### src/rtl/led_matrix_scan_pwm.sv
// Dot-matrix LED driver: per-pixel brightness frame buffer scanned one row at a time
// with slot-based PWM, a range-checked pixel write port and a row-per-clock clear sweep.
module led_matrix_scan_pwm #(
    parameter int N_ROW     = 8,
    parameter int N_COL     = 8,
    parameter int BRIGHT_W  = 3,
    parameter int SCAN_DIV  = 4,
    parameter int DIM_LEVEL = 1
) (
    input  logic                     clk,
    input  logic                     rst_n,
    input  logic [1:0]               mode,
    input  logic                     clean,
    input  logic                     wr_en,
    input  logic [$clog2(N_ROW)-1:0] wr_row,
    input  logic [$clog2(N_COL)-1:0] wr_col,
    input  logic [BRIGHT_W+2:0]      wr_data,
    output logic                     wr_ack,
    output logic                     wr_err,
    output logic [$clog2(N_ROW)-1:0] row_d,
    output logic [$clog2(N_COL)-1:0] col_d,
    output logic                     clr_busy,
    output logic [$clog2(N_ROW)-1:0] scan_row,
    output logic                     frame_sync,
    output logic [N_ROW-1:0]         output_row,
    output logic [N_COL-1:0]         output_col_r,
    output logic [N_COL-1:0]         output_col_g
);
    localparam int RW  = $clog2(N_ROW);
    localparam int CW  = $clog2(N_COL);
    localparam int PXW = BRIGHT_W + 3;
    localparam int MAX = (1 << BRIGHT_W) - 1;
    localparam int DW  = (SCAN_DIV > 1) ? $clog2(SCAN_DIV) : 1;

    localparam logic [DW-1:0]       DIV_LAST  = DW'(SCAN_DIV - 1);
    localparam logic [BRIGHT_W-1:0] SLOT_LAST = BRIGHT_W'(MAX);
    localparam logic [RW-1:0]       ROW_LAST  = RW'(N_ROW - 1);
    localparam logic [RW:0]         ROW_LIM   = (RW+1)'(N_ROW);
    localparam logic [CW:0]         COL_LIM   = (CW+1)'(N_COL);

    localparam logic [1:0] MODE_BLANK  = 2'b01;
    localparam logic [1:0] MODE_INVERT = 2'b10;
    localparam logic [1:0] MODE_LAMP   = 2'b11;

    logic [DW-1:0]       presc;
    logic [BRIGHT_W-1:0] slot;
    logic                presc_wrap;
    logic                slot_wrap;
    logic                row_wrap;

    logic [PXW-1:0]      fb [N_ROW][N_COL];
    logic [RW-1:0]       clr_row;
    logic                wr_take;
    logic                in_range;

    logic [N_ROW-1:0]    row_p0;
    logic [N_COL-1:0]    col_r_p0;
    logic [N_COL-1:0]    col_g_p0;
    logic [1:0]          px_drive;

    // Returns {green, red} drive for one pixel in PWM slot s (s is never 0 here).
    function automatic logic [1:0] pixel_drive(input logic [PXW-1:0] px,
                                               input logic [BRIGHT_W-1:0] s,
                                               input logic inv);
        logic [BRIGHT_W-1:0] eff;
        logic [1:0]          color;
        eff   = px[PXW-1] ? px[BRIGHT_W-1:0] : BRIGHT_W'(DIM_LEVEL);
        color = px[PXW-1] ? px[PXW-2 -: 2] : 2'b01;
        if (inv)
            eff = SLOT_LAST - eff;
        return (s <= eff) ? color : 2'b00;
    endfunction

    assign presc_wrap = (presc == DIV_LAST);
    assign slot_wrap  = presc_wrap && (slot == SLOT_LAST);
    assign row_wrap   = slot_wrap && (scan_row == ROW_LAST);

    // Slot counter is exactly BRIGHT_W bits wide, so it wraps MAX -> 0 on its own.
    always_ff @(posedge clk or negedge rst_n) begin
        if (!rst_n) begin
            presc      <= '0;
            slot       <= '0;
            scan_row   <= '0;
            frame_sync <= 1'b0;
        end else begin
            presc <= presc_wrap ? '0 : presc + 1'b1;
            if (presc_wrap)
                slot <= slot + 1'b1;
            if (slot_wrap)
                scan_row <= row_wrap ? '0 : scan_row + 1'b1;
            frame_sync <= row_wrap;
        end
    end

    assign wr_take  = wr_en && !clr_busy && !clean;
    assign in_range = ({1'b0, wr_row} < ROW_LIM) && ({1'b0, wr_col} < COL_LIM);

    // A restart (clean while busy) only rewinds the sweep; it zeroes nothing that cycle.
    always_ff @(posedge clk or negedge rst_n) begin
        if (!rst_n) begin
            for (int r = 0; r < N_ROW; r++)
                for (int c = 0; c < N_COL; c++)
                    fb[r][c] <= '0;
            clr_busy <= 1'b0;
            clr_row  <= '0;
            wr_ack   <= 1'b0;
            wr_err   <= 1'b0;
            row_d    <= '0;
            col_d    <= '0;
        end else begin
            wr_ack <= wr_take && in_range;
            wr_err <= wr_take && !in_range;
            if (wr_take && in_range) begin
                fb[wr_row][wr_col] <= wr_data;
                row_d              <= wr_row;
                col_d              <= wr_col;
            end
            if (clean) begin
                clr_busy <= 1'b1;
                clr_row  <= '0;
            end else if (clr_busy) begin
                for (int c = 0; c < N_COL; c++)
                    fb[clr_row][c] <= '0;
                clr_row <= clr_row + 1'b1;
                if (clr_row == ROW_LAST)
                    clr_busy <= 1'b0;
            end
        end
    end

    always_comb begin
        row_p0   = '1;
        col_r_p0 = '0;
        col_g_p0 = '0;
        px_drive = '0;
        if (mode == MODE_LAMP) begin
            row_p0   = '0;
            col_r_p0 = '1;
            col_g_p0 = '1;
        end else if (mode != MODE_BLANK && slot != '0) begin
            row_p0[scan_row] = 1'b0;
            for (int c = 0; c < N_COL; c++) begin
                px_drive    = pixel_drive(fb[scan_row][c], slot, mode == MODE_INVERT);
                col_r_p0[c] = px_drive[0];
                col_g_p0[c] = px_drive[1];
            end
        end
    end

    // Drive registers: one clock behind counter and buffer state.
    always_ff @(posedge clk or negedge rst_n) begin
        if (!rst_n) begin
            output_row   <= '1;
            output_col_r <= '0;
            output_col_g <= '0;
        end else begin
            output_row   <= row_p0;
            output_col_r <= col_r_p0;
            output_col_g <= col_g_p0;
        end
    end

endmodule
### config.mk
export PLATFORM = sky130hd
export DESIGN_NAME = led_matrix_scan_pwm
export DESIGN_NICKNAME = d
export VERILOG_FILES = /design/src/rtl/led_matrix_scan_pwm.sv
export SDC_FILE = /design/constraint.sdc
export NUM_CORES = 1
export LEC_CHECK = 0
export ABC_AREA = 1
export BUFFER_PORTS_ARGS = -buffer_cell sky130_fd_sc_hd__buf_4
export CAP_MARGIN = 20
export CORE_UTILIZATION = 50
export DETAILED_ROUTE_END_ITERATION = 8
export MAX_ROUTING_LAYER = met4
export PLACE_DENSITY = 0.66
export SLEW_MARGIN = 10
export SYNTH_ARGS = -nofsm -noshare
export SYNTH_HDL_FRONTEND = slang
export SYNTH_SLANG_ARGS = --single-unit
### constraint.sdc
create_clock -name clk -period 3 [get_ports clk]
set_input_delay 0.45 -clock clk [delete_from_list [all_inputs] [get_ports clk]]
set_output_delay 0.45 -clock clk [all_outputs]
set_load 0.03 [all_outputs]
==> flow_summary_export.csv, run 1 <==
group,metric,value,unit
yosys,synth-simple-area-share,0.431,
clocking,clkSinkCount,428,
global_route,grt_pass1_vias,20600,
power,irDropWorstVdd,0.492,mV
timing,post-route-period-util,0.920,
yosys,synth_top_family_by_area,"simple AND/OR/NAND/NOR gates",
layout,final_util,0.574,
critical_path,reg2reg_slack,0.24,ns
critical_path,critPathKind,"reg -> reg",
yosys,ys_seq_area_frac,0.472,
min_path,min_path_type,"in -> reg",
yosys,syn_area,22700,µm²
layout,syn2layout_area_growth,12.5,%
routing,first_pass_iters,6,
layout,nets,3222,
placement,io_buffers,53,
critical_path,crit_arrival,3.27,ns
run_status,outcome,"finished clean",
placement,dpl.hpwl,45.8,mm
yosys,synthAdderAreaFrac,0.0176,
timing,fmax,362,MHz
clocking,postCtsSetupRepairBufs,0,
yosys,yosysTopAreaCell,"dfrtp_1",
routing,wl,70.0,mm
die,die_h,215,µm
clocking,clock_latency,0.59,ns
clocking,cts_tree,"built",
yosys,muxShareOfSynthArea,0.000496,
min_path,holdPathStages,3,
timing,period_needed,2.76,ns
clocking,clkTransAtPathRegs,0.06,ns
die,start_util,0.510,
yosys,synth_xor_area_frac,0.000386,
global_route,grt_first_pass_wirelength,113,mm
yosys,synth-async-reset-ratio,1.00,
critical_path,reg2regPathDepth,15,
critical_path,cp-start-kind,"flip-flop",
timing,hold_violations,0,
clocking,cts_buffers,48,
routing,routedWlPerCell,18.4,µm
die,core_area,44500,µm²
die,die_w,215,µm
layout,antenna_cells,0,
yosys,synthDistinctLibCells,30,
critical_path,crit_path_max_fanout,36,
global_route,grt_overflow,0,
global_route,antenna_found_initial,0,
placement,gp_congestion,0.956,
routing,antenna_left,0,
timing,fin_skew,0.0104,ns
global_route,grt_max_degree,87,
power,leakage,13.2,nW
die,io_pins,55,
timing,slew_viol_final,0,
timing,hold_ws,0.124,ns
die,dieArea,46200,µm²
clocking,htreeDepth,2,
timing,setup_tns,0,ns
yosys,ys_seq_elements,428,
clocking,cts_root_buf,"clkbuf_16",
routing,drt_iter0_drc,2052,
timing,rsz0062_at_grt,"no",
run,cap_violations,0,
routing,viasPerCell,5.59,
timing,tightestPinTransition,0.771,ns
clocking,cts_buffer_depth,3,
layout,drive_gt1_frac,0.107,
layout,fill_cells,4181,
yosys,synth.net_count,3234,
critical_path,worstPathRequired,3.51,ns
yosys,yosys.area.top_type_share,0.463,
critical_path,end_kind,"flip-flop",
yosys,yosysWarnings,0,
global_route,track_usage,0.317,
yosys,synth_compound_area_frac,0.0250,
die,rows,77,
yosys,synth-main-ff-cell,"dfrtp_1",
power,p_per_area,495,nW/µm²
routing,vias,21200,
yosys,synth_edf_count,0,
timing,setup_violations,0,
yosys,synth.area.top_cells,"dfrtp_1 46%, nand2_1 16%, nor2_1 13%",
timing,relSlewSlack,0.484,
yosys,synthCells,3184,
routing,remaining_drc_errors,0,
yosys,synth.avg_cell_area,7.13,µm²
==> cells in the final DEF (no fill, tap or decap), drive strengths merged, types with 2 or more instances in the layout <==
cell / netlist / layout
nand2: 1005 / 1005
nor2: 800 / 800
dfrtp: 420 / 420
nor3: 353 / 353
inv: 121 / 122
buf: 92 / 119
nand3: 103 / 103
clkbuf: 90 / 76
o21ai: 56 / 56
nand4: 50 / 50
ha: 32 / 32
a21oi: 29 / 29
o22ai: 14 / 14
dfstp: 8 / 8
a41oi: 4 / 4
clkinv: 1 / 4
bufinv: 0 / 3
a31oi: 2 / 2
==> final cells by class <==
type / count / area (µm²) / area share
timing repair buffer: 120 / 1180 / 0.0461
clock inverter: 8 / 118 / 0.00461
sequential: 428 / 10700 / 0.420
multi-input combinational: 2452 / 10800 / 0.425
tap: 592 / 741 / 0.0290
clock buffer: 76 / 1460 / 0.0571
inverter: 122 / 465 / 0.0182
==> layer usage <==
layer  GRT usage  up-vias  wire, µm
li1            -    10100         -
met1       0.419    10200     29800
met2       0.486      798     31800
met3      0.0418      195      5130
met4       0.145        0      3230
met5           -        -         0
==> report_power, final <==
part | total, W | internal, W | switching [W]
clock network | 0.00599 | 0.00356 | 0.00243
registers | 0.00590 | 0.00585 | 0.0000489
logic | 0.000746 | 0.000176 | 0.000570
==> path summary, 6_finish.rpt <==
check	startpoint	end
worst min-delay path	clean	clr_busy
worst min register to register	presc[0]	presc[0]
worst max register to register	scan_row[0]	output_col_g[4]
min in group asynchronous	rst_n	wr_ack
max in group asynchronous	rst_n	scan_row[0]
worst max-delay path	scan_row[0]	output_col_g[4]
==> cells in the mapped netlist (4+ instances only) <==
| cell | instances |
|---|---|
| dfstp_2 | 8 |
| buf_1 | 57 |
| nor2_1 | 764 |
| clkbuf_1 | 90 |
| ha_1 | 32 |
| dfrtp_1 | 420 |
| buf_2 | 33 |
| nor2_4 | 33 |
| a41oi_1 | 4 |
| o22ai_1 | 14 |
| nand2_2 | 22 |
| o21ai_0 | 56 |
| nand2_4 | 11 |
| nand4_1 | 50 |
| nor3_1 | 353 |
| nand2_1 | 972 |
| nand3_1 | 102 |
| a21oi_1 | 29 |
| inv_2 | 61 |
| inv_1 | 60 |
==> stage by stage <==
step	power [W]	setup WS [ns]	instances	cell area, µm²
detailed placement	0.00674	0.250	3713	23900
finish	0.0126	0.241	3798	25500
global placement	0.00672	0.315	3713	23900
floorplan	0.00634	0.403	3184	22700
global route	0.0130	0.00660	3798	25500
CTS	0.0127	0.207	3798	25500
==> repair_timing <==
item,4_1_cts,5_1_grt
hold endpoints to repair,53,0
endpoints found under the setup margin,0,7
gates resized for setup,0,2
hold buffers,1,0
==> worst max-delay path, stage by stage, from the launching register on <==
cell     delay (ns)
dfrtp_4        0.54
inv_8          0.21
buf_12         0.25
nand4_1        0.13
nand2_1        0.10
nor2_1         0.09
nand2_1        0.21
nand2_1        0.09
nand2_1        0.08
nand2_1        0.06
ha_1           0.30
a21oi_1        0.14
o21ai_0        0.09
a21oi_1        0.20
nand3_1        0.10
nand2_1        0.07
==> flip-flops by register name, summed over array words and instances, names as in the netlist <==
| register | flops |
|---|---|
| clr_busy | 1 |
| clr_row | 3 |
| col_d | 3 |
| fb | 384 |
| frame_sync | 1 |
| output_col_g | 8 |
| output_col_r | 8 |
| output_row | 8 |
| presc | 2 |
| row_d | 3 |
| scan_row | 3 |
| slot | 3 |
| wr_ack | 1 |
==> cells by family after synthesis <==
family | Yosys count
fa+ha+maj | 32
flops | 428
buf+inv | 304
mux | 1
other cells | 1
simple gates | 2311
xor+xnor | 1
compound gates | 106
Note: power is estimated with default switching activity, not from simulation.
==> run 2: changes to the inputs <==
Settings changed: CORE_MARGIN set to 2.
==> run 2 against run 1 <==
  * Power rose by 0.27%
  * Register-to-register slack barely moved
  * Design area rose by 0.14%
  * Setup slack got worse by 0.0055 ns
  * Combinational power barely moved
  * Non-clock buffer count rose by 6
  * Sequential power barely moved
  * Critical path type unchanged
  * Largest cell class unchanged
  * Largest power group unchanged
==> flow_summary_export.csv, run 2 (synthesized netlist as in run 1, its figures left out) <==
group,metric,value,unit
run_status,outcome,"finished clean",
placement,io_buffers,53,
clocking,cts_buffer_depth,3,
routing,wl_met2,32.8,mm
layout,regArea,10700,µm²
routing,drt_iter0_drc,2068,
die,io_pins,55,
die,dieArea,47100,µm²
power,internal-power,0.00956,W
power,p_comb_frac,0.059,
global_route,track_usage,0.315,
timing,rsz0062_at_grt,"no",
routing,m1WireLength,30.0,mm
layout,regMostFlops,"fb",
clocking,clkSinkCount,428,
layout,fin_cells,3816,
layout,final_util,0.567,
routing,antenna_left,0,
global_route,grt_pass1_vias,20300,
critical_path,worstPathRequired,3.52,ns
power,clkPwrFrac,0.476,
timing,period_needed,2.76,ns
routing,vias,21000,
timing,hold_violations,0,
routing,remaining_drc_errors,0,
critical_path,end_kind,"flip-flop",
layout,final_common_cell,"nand2_1",
clocking,cts_tree,"built",
min_path,min_path_type,"in -> reg",
timing,post-route-period-util,0.922,
routing,routedWlPerCell,18.5,µm
timing,fin_skew,0.0292,ns
power,leakage,13.3,nW
timing,relSlewSlack,0.540,
timing,slew_viol_final,0,
timing,fin_ws,0.235,ns
clocking,cts_root_buf,"clkbuf_16",
critical_path,critPathKind,"reg -> reg",
layout,final_cell_mix,"972 x nand2_1, 757 x nor2_1, 417 x dfrtp_1",
critical_path,cp-start-kind,"flip-flop",
placement,dpl.hpwl,46.6,mm
global_route,grt_max_degree,80,
timing,tightestPinTransition,0.690,ns
routing,viasPerCell,5.51,
routing,wl_met3,4.93,mm
die,core_area,45100,µm²
placement,place_worst_setup_slack,0.267,ns
clocking,clkTransAtPathRegs,0.06,ns
routing,wl,70.6,mm
die,die_h,217,µm
timing,setup_violations,0,
power,pwr-share-seq,0.466,
layout,nets,3228,
layout,drive_gt1_frac,0.110,
global_route,grt_overflow,0,
power,p_switching,0.00310,W
layout,fill_cells,4353,
global_route,grt_first_pass_wirelength,112,mm
clocking,cts_buffers,48,
layout,multi_input_area,10800,µm²
placement,gp_congestion,0.907,
die,die_w,217,µm
clocking,htreeDepth,2,
timing,fmax,362,MHz
power,p_per_area,495,nW/µm²
die,rows,78,
placement,place_inst,3727,
global_route,antenna_found_initial,1,
critical_path,crit_path_max_fanout,24,
run,cap_violations,0,
die,start_util,0.503,
timing,setup_tns,0,ns
clocking,clock_latency,0.61,ns
critical_path,crit_arrival,3.29,ns
routing,first_pass_iters,6,
layout,syn2layout_area_growth,12.7,%
power,irDropWorstVdd,0.365,mV
layout,largest_reg_flops,384,
routing,top_layer,"met4",
power,swShare,0.245,
run 2: path summary, 6_finish.rpt:
path                             start              end  slack, ns  depth (start not counted)
min in group asynchronous        rst_n          fb[345]       0.39                          2
max                        scan_row[0]  output_col_g[0]       0.24                         17
max reg2reg                scan_row[0]  output_col_g[0]       0.24                         17
max in group asynchronous        rst_n           fb[86]       1.69                          3
min reg2reg                   presc[0]         presc[0]       0.43                          1
min                              clean         clr_busy       0.13                          3
run 2: timing repair:
item / CTS / global route
hold buffers: 1 / 0
setup endpoints to repair: 0 / 1
resized for setup: 0 / 2
endpoints found under the hold margin: 58 / 0
setup buffers: 0 / 0
run 2: area by class of cell:
| type | count | area share |
|---|---|---|
| Antenna cell | 1 | 0.0000979 |
| Clock buffer | 68 | 0.0539 |
| Clock inverter | 19 | 0.00827 |
| Inverter | 122 | 0.0182 |
| Multi-Input combinational cell | 2452 | 0.424 |
| Sequential cell | 428 | 0.420 |
| Tap cell | 600 | 0.0294 |
| Timing Repair Buffer | 126 | 0.0468 |
run 2: worst max-delay path, stage by stage (launching register included):
cell and delay [ns]:
dfrtp_4 0.54, inv_8 0.21, buf_12 0.20, nand2_1 0.07, nand2_1 0.11, nand2_1 0.07
nand2_1 0.07, nand2_1 0.06, nand2_1 0.22, nand2_1 0.09, nand2_1 0.07, nand2_1 0.05
ha_1 0.31, a21oi_1 0.14, o21ai_0 0.08, a21oi_1 0.19, nand3_1 0.11, nand2_1 0.08
run 2: stage by stage:
stage / hold slack (ns) / total power (W) / instance area, µm²
floorplan: 0.154 / 0.00634 / 22700
global placement: 0.416 / 0.00673 / 24000
detailed placement: 0.420 / 0.00674 / 24000
CTS: 0.133 / 0.0127 / 25600
global route: 0.154 / 0.0130 / 25600
finish: 0.132 / 0.0127 / 25600
run 2: power by group through the flow:
stage / Sequential (W) / Combinational, W / Clock [W]
finish: 0.00590 / 0.000743 / 0.00602
global route: 0.00590 / 0.000810 / 0.00633
CTS: 0.00590 / 0.000744 / 0.00609
detailed placement: 0.00600 / 0.000741 / 0
global placement: 0.00600 / 0.000727 / 0
floorplan: 0.00603 / 0.000308 / 0
run 2: layer usage:
metal / global-route usage / vias to the layer above
met5: - / -
met4: 0.122 / 0
met3: 0.0450 / 182
met2: 0.492 / 785
met1: 0.417 / 9968
li1: - / 10100
